### config.mk
export PLATFORM = sky130hd
export DESIGN_NAME = operand_fetch_flat
export DESIGN_NICKNAME = d
export VERILOG_FILES = /design/src/rtl/operand_fetch_if.sv /design/src/rtl/operand_fetch.sv /design/src/flat_wrapper.sv
export SDC_FILE = /design/constraint.sdc
export NUM_CORES = 1
export LEC_CHECK = 0
export ABC_AREA = 1
export CAP_MARGIN = 0
export CORE_MARGIN = 10
export CORE_UTILIZATION = 45
export DETAILED_ROUTE_END_ITERATION = 6
export DONT_BUFFER_PORTS = 1
export SKIP_LAST_GASP = 1
export SLEW_MARGIN = 30
export SYNTH_ARGS = -nofsm -noshare
export SYNTH_HDL_FRONTEND = slang
export SYNTH_SLANG_ARGS = --single-unit
### constraint.sdc
create_clock -name clk -period 6 [get_ports clk]
set_clock_uncertainty 0.1 [all_clocks]
set_input_delay 1.2 -clock clk [delete_from_list [all_inputs] [get_ports clk]]
set_output_delay 1.2 -clock clk [all_outputs]
set_load 0.02 [all_outputs]
### src/rtl/operand_fetch_if.sv
// Operand-fetch stage bus: upstream instruction handshake, regfile read ports,
// writeback snoop and the ID/EX output register.
interface operand_fetch_if #(
    parameter int DW = 32,
    parameter int AW = 4
);
    logic          instr_valid;
    logic [31:0]   instr;
    logic          instr_ready;
    logic [AW-1:0] raddr1;
    logic [AW-1:0] raddr2;
    logic [DW-1:0] rdata1;
    logic [DW-1:0] rdata2;
    logic          wb_en;
    logic [AW-1:0] wb_addr;
    logic [DW-1:0] wb_data;
    logic          ex_valid;
    logic          ex_ready;
    logic [3:0]    ex_op;
    logic [AW-1:0] ex_rd;
    logic          ex_wen;
    logic [DW-1:0] ex_a;
    logic [DW-1:0] ex_b;
    logic [DW-1:0] ex_imm;
    logic          halted;

    // slave = the fetch stage itself, master = everything around it
    modport slave (
        input  instr_valid, instr, rdata1, rdata2, wb_en, wb_addr, wb_data, ex_ready,
        output instr_ready, raddr1, raddr2, ex_valid, ex_op, ex_rd, ex_wen,
               ex_a, ex_b, ex_imm, halted
    );

    modport master (
        output instr_valid, instr, rdata1, rdata2, wb_en, wb_addr, wb_data, ex_ready,
        input  instr_ready, raddr1, raddr2, ex_valid, ex_op, ex_rd, ex_wen,
               ex_a, ex_b, ex_imm, halted
    );
endinterface

### src/rtl/operand_fetch.sv
// Decode/operand-fetch stage: decodes, reads regfile with writeback forwarding,
// tracks pending writes in a busy scoreboard and fills the ID/EX register.
//
// state   | meaning
// ST_RUN  | instructions accepted normally
// ST_HALT | HALT issued; nothing accepted until reset
module operand_fetch #(
    parameter int DW    = 32,
    parameter int AW    = 4,
    parameter int NREGS = 16
) (
    input  logic clk,
    input  logic rst,
    operand_fetch_if.slave bus
);
    localparam logic [3:0] OP_ADDI = 4'h6;
    localparam logic [3:0] OP_LUI  = 4'h7;
    localparam logic [3:0] OP_HALT = 4'hF;

    typedef enum logic {ST_RUN, ST_HALT} state_t;

    state_t state, state_nxt;

    logic [3:0]    op;
    logic [AW-1:0] rd, rs1, rs2;
    logic [15:0]   imm16;
    logic          uses_rs1, uses_rs2, writes_rd;
    logic          fwd1, fwd2, haz1, haz2, hazard;
    logic          load_en, accept;
    logic [DW-1:0] opa, opb, imm_ext;
    logic [NREGS-1:0] busy, busy_nxt;

    logic          ex_valid_q, ex_wen_q;
    logic [3:0]    ex_op_q;
    logic [AW-1:0] ex_rd_q;
    logic [DW-1:0] ex_a_q, ex_b_q, ex_imm_q;

    assign op    = bus.instr[31:28];
    assign rd    = bus.instr[27:24];
    assign rs1   = bus.instr[23:20];
    assign rs2   = bus.instr[19:16];
    assign imm16 = bus.instr[15:0];

    assign bus.raddr1 = rs1;
    assign bus.raddr2 = rs2;

    always_comb begin
        uses_rs1  = 1'b0;
        uses_rs2  = 1'b0;
        writes_rd = 1'b0;
        case (op)
            4'h1, 4'h2, 4'h3, 4'h4, 4'h5: begin
                uses_rs1  = 1'b1;
                uses_rs2  = 1'b1;
                writes_rd = 1'b1;
            end
            4'h6: begin
                uses_rs1  = 1'b1;
                writes_rd = 1'b1;
            end
            4'h7: writes_rd = 1'b1;
            4'h8: begin
                uses_rs1  = 1'b1;
                writes_rd = 1'b1;
            end
            4'h9, 4'hA: begin
                uses_rs1 = 1'b1;
                uses_rs2 = 1'b1;
            end
            default: ;
        endcase
    end

    // regfile only updates on the edge, so a same-cycle writeback must bypass it
    assign fwd1 = bus.wb_en && (bus.wb_addr == rs1);
    assign fwd2 = bus.wb_en && (bus.wb_addr == rs2);
    assign opa  = fwd1 ? bus.wb_data : bus.rdata1;
    assign opb  = fwd2 ? bus.wb_data : bus.rdata2;

    assign haz1   = uses_rs1 && busy[rs1] && !fwd1;
    assign haz2   = uses_rs2 && busy[rs2] && !fwd2;
    assign hazard = haz1 || haz2;

    assign imm_ext = (op == OP_LUI) ? {imm16, {(DW-16){1'b0}}}
                                    : {{(DW-16){imm16[15]}}, imm16};

    assign load_en         = !ex_valid_q || bus.ex_ready;
    assign bus.instr_ready = rst && load_en && !hazard && (state == ST_RUN);
    assign accept          = bus.instr_valid && bus.instr_ready;

    always_comb begin
        state_nxt = state;
        if (state == ST_RUN && accept && op == OP_HALT)
            state_nxt = ST_HALT;
    end

    // clear first so a same-cycle set of the same register wins
    always_comb begin
        busy_nxt = busy;
        if (bus.wb_en)
            busy_nxt[bus.wb_addr] = 1'b0;
        if (accept && writes_rd)
            busy_nxt[rd] = 1'b1;
    end

    always_ff @(posedge clk) begin
        if (!rst) begin
            state <= ST_RUN;
            busy  <= '0;
        end else begin
            state <= state_nxt;
            busy  <= busy_nxt;
        end
    end

    always_ff @(posedge clk) begin
        if (!rst) begin
            ex_valid_q <= 1'b0;
            ex_op_q    <= '0;
            ex_rd_q    <= '0;
            ex_wen_q   <= 1'b0;
            ex_a_q     <= '0;
            ex_b_q     <= '0;
            ex_imm_q   <= '0;
        end else if (accept) begin
            ex_valid_q <= 1'b1;
            ex_op_q    <= op;
            ex_rd_q    <= rd;
            ex_wen_q   <= writes_rd;
            ex_a_q     <= opa;
            ex_b_q     <= opb;
            ex_imm_q   <= imm_ext;
        end else if (bus.ex_ready) begin
            ex_valid_q <= 1'b0;
        end
    end

    assign bus.ex_valid = ex_valid_q;
    assign bus.ex_op    = ex_op_q;
    assign bus.ex_rd    = ex_rd_q;
    assign bus.ex_wen   = ex_wen_q;
    assign bus.ex_a     = ex_a_q;
    assign bus.ex_b     = ex_b_q;
    assign bus.ex_imm   = ex_imm_q;
    assign bus.halted   = (state == ST_HALT);
endmodule

### src/flat_wrapper.sv
// flat-port wrapper written by rule: the top's interface ports become plain ports
module operand_fetch_flat 
#(
    parameter int DW    = 32,
    parameter int AW    = 4,
    parameter int NREGS = 16
)
  (clk, rst, bus_instr_valid, bus_instr, bus_rdata1, bus_rdata2, bus_wb_en, bus_wb_addr, bus_wb_data, bus_ex_ready, bus_instr_ready, bus_raddr1, bus_raddr2, bus_ex_valid, bus_ex_op, bus_ex_rd, bus_ex_wen, bus_ex_a, bus_ex_b, bus_ex_imm, bus_halted);
  operand_fetch_if #(.DW(DW), .AW(AW)) bus_i ();
  input  logic clk;
  input  logic rst;
  input wire logic [$bits(bus_i.instr_valid)-1:0] bus_instr_valid;
  input wire logic [$bits(bus_i.instr)-1:0] bus_instr;
  input wire logic [$bits(bus_i.rdata1)-1:0] bus_rdata1;
  input wire logic [$bits(bus_i.rdata2)-1:0] bus_rdata2;
  input wire logic [$bits(bus_i.wb_en)-1:0] bus_wb_en;
  input wire logic [$bits(bus_i.wb_addr)-1:0] bus_wb_addr;
  input wire logic [$bits(bus_i.wb_data)-1:0] bus_wb_data;
  input wire logic [$bits(bus_i.ex_ready)-1:0] bus_ex_ready;
  output wire logic [$bits(bus_i.instr_ready)-1:0] bus_instr_ready;
  output wire logic [$bits(bus_i.raddr1)-1:0] bus_raddr1;
  output wire logic [$bits(bus_i.raddr2)-1:0] bus_raddr2;
  output wire logic [$bits(bus_i.ex_valid)-1:0] bus_ex_valid;
  output wire logic [$bits(bus_i.ex_op)-1:0] bus_ex_op;
  output wire logic [$bits(bus_i.ex_rd)-1:0] bus_ex_rd;
  output wire logic [$bits(bus_i.ex_wen)-1:0] bus_ex_wen;
  output wire logic [$bits(bus_i.ex_a)-1:0] bus_ex_a;
  output wire logic [$bits(bus_i.ex_b)-1:0] bus_ex_b;
  output wire logic [$bits(bus_i.ex_imm)-1:0] bus_ex_imm;
  output wire logic [$bits(bus_i.halted)-1:0] bus_halted;
  assign bus_i.instr_valid = bus_instr_valid;
  assign bus_i.instr = bus_instr;
  assign bus_i.rdata1 = bus_rdata1;
  assign bus_i.rdata2 = bus_rdata2;
  assign bus_i.wb_en = bus_wb_en;
  assign bus_i.wb_addr = bus_wb_addr;
  assign bus_i.wb_data = bus_wb_data;
  assign bus_i.ex_ready = bus_ex_ready;
  assign bus_instr_ready = bus_i.instr_ready;
  assign bus_raddr1 = bus_i.raddr1;
  assign bus_raddr2 = bus_i.raddr2;
  assign bus_ex_valid = bus_i.ex_valid;
  assign bus_ex_op = bus_i.ex_op;
  assign bus_ex_rd = bus_i.ex_rd;
  assign bus_ex_wen = bus_i.ex_wen;
  assign bus_ex_a = bus_i.ex_a;
  assign bus_ex_b = bus_i.ex_b;
  assign bus_ex_imm = bus_i.ex_imm;
  assign bus_halted = bus_i.halted;
  operand_fetch #(.DW(DW), .AW(AW), .NREGS(NREGS)) u_core (.clk(clk), .rst(rst), .bus(bus_i));
endmodule
==> results of run 1 <==
-- sequential cells by signal (all words and copies together) (netlist names), 4 cells and up --
register and cells:
u_core.bus.ex_b 32, u_core.bus.ex_op 4, u_core.bus.ex_a 32, u_core.busy 16, u_core.bus.ex_imm 32, u_core.bus.ex_rd 4
-- cell usage after synthesis --
library cell / count
a21oi_1: 37
buf_1: 2
buf_2: 14
buf_4: 13
buf_6: 5
clkbuf_1: 35
clkinv_1: 1
dfxtp_1: 123
inv_1: 68
inv_2: 6
nand2_1: 144
nand2_4: 1
nand3_1: 59
nand3b_1: 2
nand4_1: 17
nor2_1: 216
nor2_4: 1
nor3_1: 2
o21ai_0: 147
o21ai_1: 33
o22ai_1: 1
o31ai_1: 4
xnor2_1: 1
xor2_1: 1
-- final cells by class --
type	instances	area, sq um
clock buffer	22	494
clock inverter	10	138
fill	1387	6590
inverter	75	282
multi-input combinational	666	2950
sequential	123	2460
tap	176	220
timing repair buffer	5	53.8
-- logic make-up after synthesis --
group	synth area share
flip-flops	0.407
buffers and inverters	0.107
XOR/XNOR	0.00290
AO/OA/AOI/OAI	0.186
AND/OR/NAND/NOR	0.298
-- metrics by stage --
step                      hold WS, ns  cell area [sq um]  instances   util
final                           0.403               6600       1077  0.500
after global routing            0.409               6600       1077  0.500
after CTS                       0.402               6600       1077  0.500
after detailed placement        0.391               5960       1045  0.452
after global placement          0.396               5960       1045  0.452
after floorplan                 0.361               6050        933      -
-- worst paths after layout --
path | cells after the start | slack (ns) | end
min reg2reg | 2 | 0.40 | u_core.busy[14]$_SDFF_PN0_
max | 10 | 2.08 | bus_instr_ready
max reg2reg | 12 | 3.02 | u_core.bus.ex_b[2]$_SDFFE_PN0P_
min | 2 | 0.40 | u_core.busy[14]$_SDFF_PN0_
-- power breakdown --
| part | internal (uW) | total, uW | leakage (uW) | switching [uW] |
|---|---|---|---|---|
| Clock | 707 | 1070 | 0.000308 | 362 |
| Sequential | 873 | 986 | 0.00101 | 113 |
| Combinational | 77.1 | 224 | 0.00148 | 147 |
| Total | 1660 | 2280 | 0.00280 | 622 |
-- routing by layer --
layer	GRT usage	part of all wire	vias to the layer above
met3	0.0863	0.10	33
met1	0.218	0.38	2603
li1	-	-	2923
met5	0	0	-
met4	0.0799	0.024	0
met2	0.336	0.49	248
-- worst max-delay path: cells and delay by family --
family / cells / cell delay (ns)
buf+inv: 2 / 0.08
simple gates: 8 / 1.33
==> out/results.ini, run 1 <==
[status]
outcome=completed

[routing]
wirelength_mm=19.2
ant_nets=0
wl_per_cell_um=17.8
post-route-drc-count=0
vias=5807
via_per_inst=5.39
dr.pass1.iters=5
drt_iter0_drc=425

[sta]
setup_viol=0
timing.slew.headroom=0.368
finalCritPeriodShare=0.653
drv_slew=0
grt_setup_unrepaired=no
setup_ws_ns=2.08
timing.fmax_ghz=0.255
finalSetupTns_ns=0
tightest_slew_ns=0.946
period_needed_ns=3.92
finalHoldViolCount=0

[clock_tree]
cts_tree=done
ctsHoldBuffers=0
cts_setup_buffers=0
clk_latency_ns=0.41
numCtsBuffers=17
clk_pin_slew_ns=0.05
cts_root_buf=clkbuf_16
ctsLongestPathBuffers=2
ctsResizeCount=0
htree_levels=4
clkSinkCount=123

[critical_path]
critPathMaxStageDelay_ns=0.73
r2r_start=u_core.busy[15]$_SDFF_PN0_
path_max_fanout=38
critPathArrivalTime_ns=2.62
cp-end-kind=output pin
worst_ep_required_time_ns=4.70
cp_common_cell=nand2_1
path_class=input port to output pin
crit_chain=inv_1 > nand2_1 > nand2_1 > nor2_1 > nand3_2 > nand2_1 > inv_1 > nand3_1 > nand2_1 > nor2_4
slowest_stage=nor2_4
start_kind=input port
crit_start=bus_instr[18]

[grt]
grt_pass1_wl_mm=29.7
grt.overflow.total=0
grt_pass1_vias=5518
antenna_found_initial=0
grt_max_degree=106
grt_use_total=0.200

[layout]
final_cell_mix=nor2_1, o21ai_0, nand2_1
final_common_cell=nor2_1
syn_to_final_growth_pct=9.15
drive_gt1_frac=0.0522
antenna_cells=0
nNetsFinal=1025

[place]
dp_hpwl_mm=14.2
place_congestion=0.981
post-place-ws_ns=2.06
portBuffers=0

[yosys]
synth_cells=933
synth_top_area_share=0.407
synth.avg_cell_area_sq_um=6.48
yosys_register_bits=123
synth.distinct_cells=24
yosys_warnings=0
ys_seq_area_frac=0.407
synth_area_sq_mm=0.00605
synth.top_cells.by_area=dfxtp_1, nor2_1, o21ai_0, nand2_1, nand3_1
yosysTopAreaCell=dfxtp_1
syn_nets=1070

[die]
initial_core_util=0.458
die_h_um=136
die_area_sq_mm=0.0185
core-area_sq_mm=0.0132
rows=42
fp.dieW_um=136
io_pins=253

[worst_hold_path]
min-delay-start=u_core.busy[14]$_SDFF_PN0_
hp-class=flip-flop to flip-flop

[pwr]
p_leak_uw=0.00280
peakVddDrop_uv=159
power.density_mw_per_mm2=345
power_uw=2280

[job]
drv_cap=0

No activity file was read; power rests on OpenSTA's default activity.
==> inputs of run 2 (changes only) <==
Clock period 6 ns to 3.5 ns, I/O delays scaled along.
==> run 2 against run 1 <==
Effect of this change: global-route usage up 0.26 points; first-iteration DRC count down 5.4%; wire length is 0.94% higher; hold slack got worse by 0.071 ns; critical path type unchanged; critical endpoint unchanged; largest cell class unchanged; largest power group unchanged.
==> out/results.ini, run 2 (synthesis gave the netlist of run 1 again) <==
[layout]
nNetsFinal=1027
antenna_cells=0
final_area_sq_mm=0.00656
final_common_cell=nor2_1
final_cell_mix=nor2_1, o21ai_0, nand2_1
drive_gt1_frac=0.0499
fin_util=0.497
syn_to_final_growth_pct=8.48

[grt]
grt_use_total=0.203
antenna_found_initial=0
grt_max_degree=106
grt.overflow.total=0
grt_pass1_vias=5505
grt_pass1_wl_mm=30.0

[critical_path]
crit_chain=inv_1 > nor2_1 > o21ai_0 > nand3_1 > nand2_1 > nor2_1 > nor2_4 > buf_4
critPathArrivalTime_ns=1.93
critPathMaxStageDelay_ns=0.40
path_buf_inv=2
worst_ep_required_time_ns=2.70
cp-end-kind=output pin
slowest_stage=buf_4
path_class=input port to output pin
path_max_fanout=37
critPathTopFamily=buffers and inverters
r2r_slack_ns=1.06
cp_common_cell=nor2_1
start_kind=input port

[sta]
period_needed_ns=2.73
timing.fmax_ghz=0.366
grt_setup_unrepaired=no
hold_ws_ns=0.332
timing.slew.headroom=0.429
tightest_slew_ns=0.856
finalHoldViolCount=0
setup_viol=0
finalCritPeriodShare=0.780
drv_slew=0
finalSetupTns_ns=0

[clock_tree]
cts_setup_buffers=0
clk_pin_slew_ns=0.06
clk_latency_ns=0.40
clkSinkCount=123
numCtsBuffers=17
ctsHoldBuffers=0
ctsLongestPathBuffers=2
cts_root_buf=clkbuf_16
cts_tree=done
htree_levels=4
ctsResizeCount=0

[pwr]
power.density_mw_per_mm2=578
sequentialPowerShare=0.446
power_frac_comb=0.102
p_switching_uw=1040
p_leak_uw=0.00279
p_int_uw=2750
power_uw=3790
swShare=0.275
peakVddDrop_uv=319
clkPwrFrac=0.452

[job]
drv_cap=0

[routing]
vias=5813
ant_nets=0
dr.pass1.iters=5
drt_iter0_drc=402
via_per_inst=5.39
post-route-drc-count=0
wirelength_mm=19.4
wl_per_cell_um=18.0

[place]
portBuffers=0
dp_hpwl_mm=14.5
place_congestion=0.844
dpl_cell_area_sq_mm=0.00598

[die]
rows=42
die_h_um=136
io_pins=253
die_area_sq_mm=0.0185
fp.dieW_um=136
core-area_sq_mm=0.0132
initial_core_util=0.458

[worst_hold_path]
hp-class=input port to flip-flop

[status]
outcome=completed

[run 2: changes by cell type in the layout (fill, tap and decap cells not counted)]
| cell | change |
|---|---|
| buf_4 | +3 |
| buf_6 | -1 |
| bufinv_16 | -1 |
| clkbuf_1 | +3 |
| clkbuf_8 | -1 |
| clkinv_2 | +1 |
| clkinv_4 | -1 |
| clkinvlp_4 | -2 |
[run 2: area by class of cell]
class,instances,area [sq um]
clock inverters,7,88.8
inverters,75,282
flip-flops and latches,123,2460
clock buffers,24,492
fillers,1368,6630
repair buffers,7,65.1
well taps,176,220
multi-input cells,666,2950
[run 2: metrics by stage]
stage	setup slack [ns]	std cells
4_1_cts	0.785	1078
5_1_grt	0.649	1078
3_5_place_dp	0.482	1047
6_report	0.769	1078
2_1_floorplan	0.877	933
3_3_place_gp	0.606	1047
[run 2: layer usage]
metal  track usage  routed length (um)  vias to the layer above
li1              -                   -                     2923
met1         0.238                7700                     2637
met2         0.326                9210                      225
met3        0.0815                1980                       28
met4        0.0781                 480                        0
met5             0                   0                        -
[run 2: worst paths after layout]
path | start | endpoint | depth (start not counted)
worst min register to register | u_core.busy[10]$_SDFF_PN0_ | u_core.busy[10]$_SDFF_PN0_ | 2
worst min-delay path | rst | u_core.bus.ex_a[18]$_SDFFE_PN0P_ | 2
worst max-delay path | bus_instr[31] | bus_instr_ready | 8
worst max register to register | u_core.busy[13]$_SDFF_PN0_ | u_core.bus.ex_b[31]$_SDFFE_PN0P_ | 12
[run 2: power groups by stage]
| stage | clock, uW | combinational, uW | sequential (uW) |
|---|---|---|---|
| 6_report | 1710 | 386 | 1690 |
| 2_1_floorplan | 0 | 360 | 1680 |
| 3_5_place_dp | 0 | 390 | 1730 |
| 4_1_cts | 1740 | 390 | 1700 |
| 5_1_grt | 1810 | 454 | 1700 |
| 3_3_place_gp | 0 | 379 | 1730 |
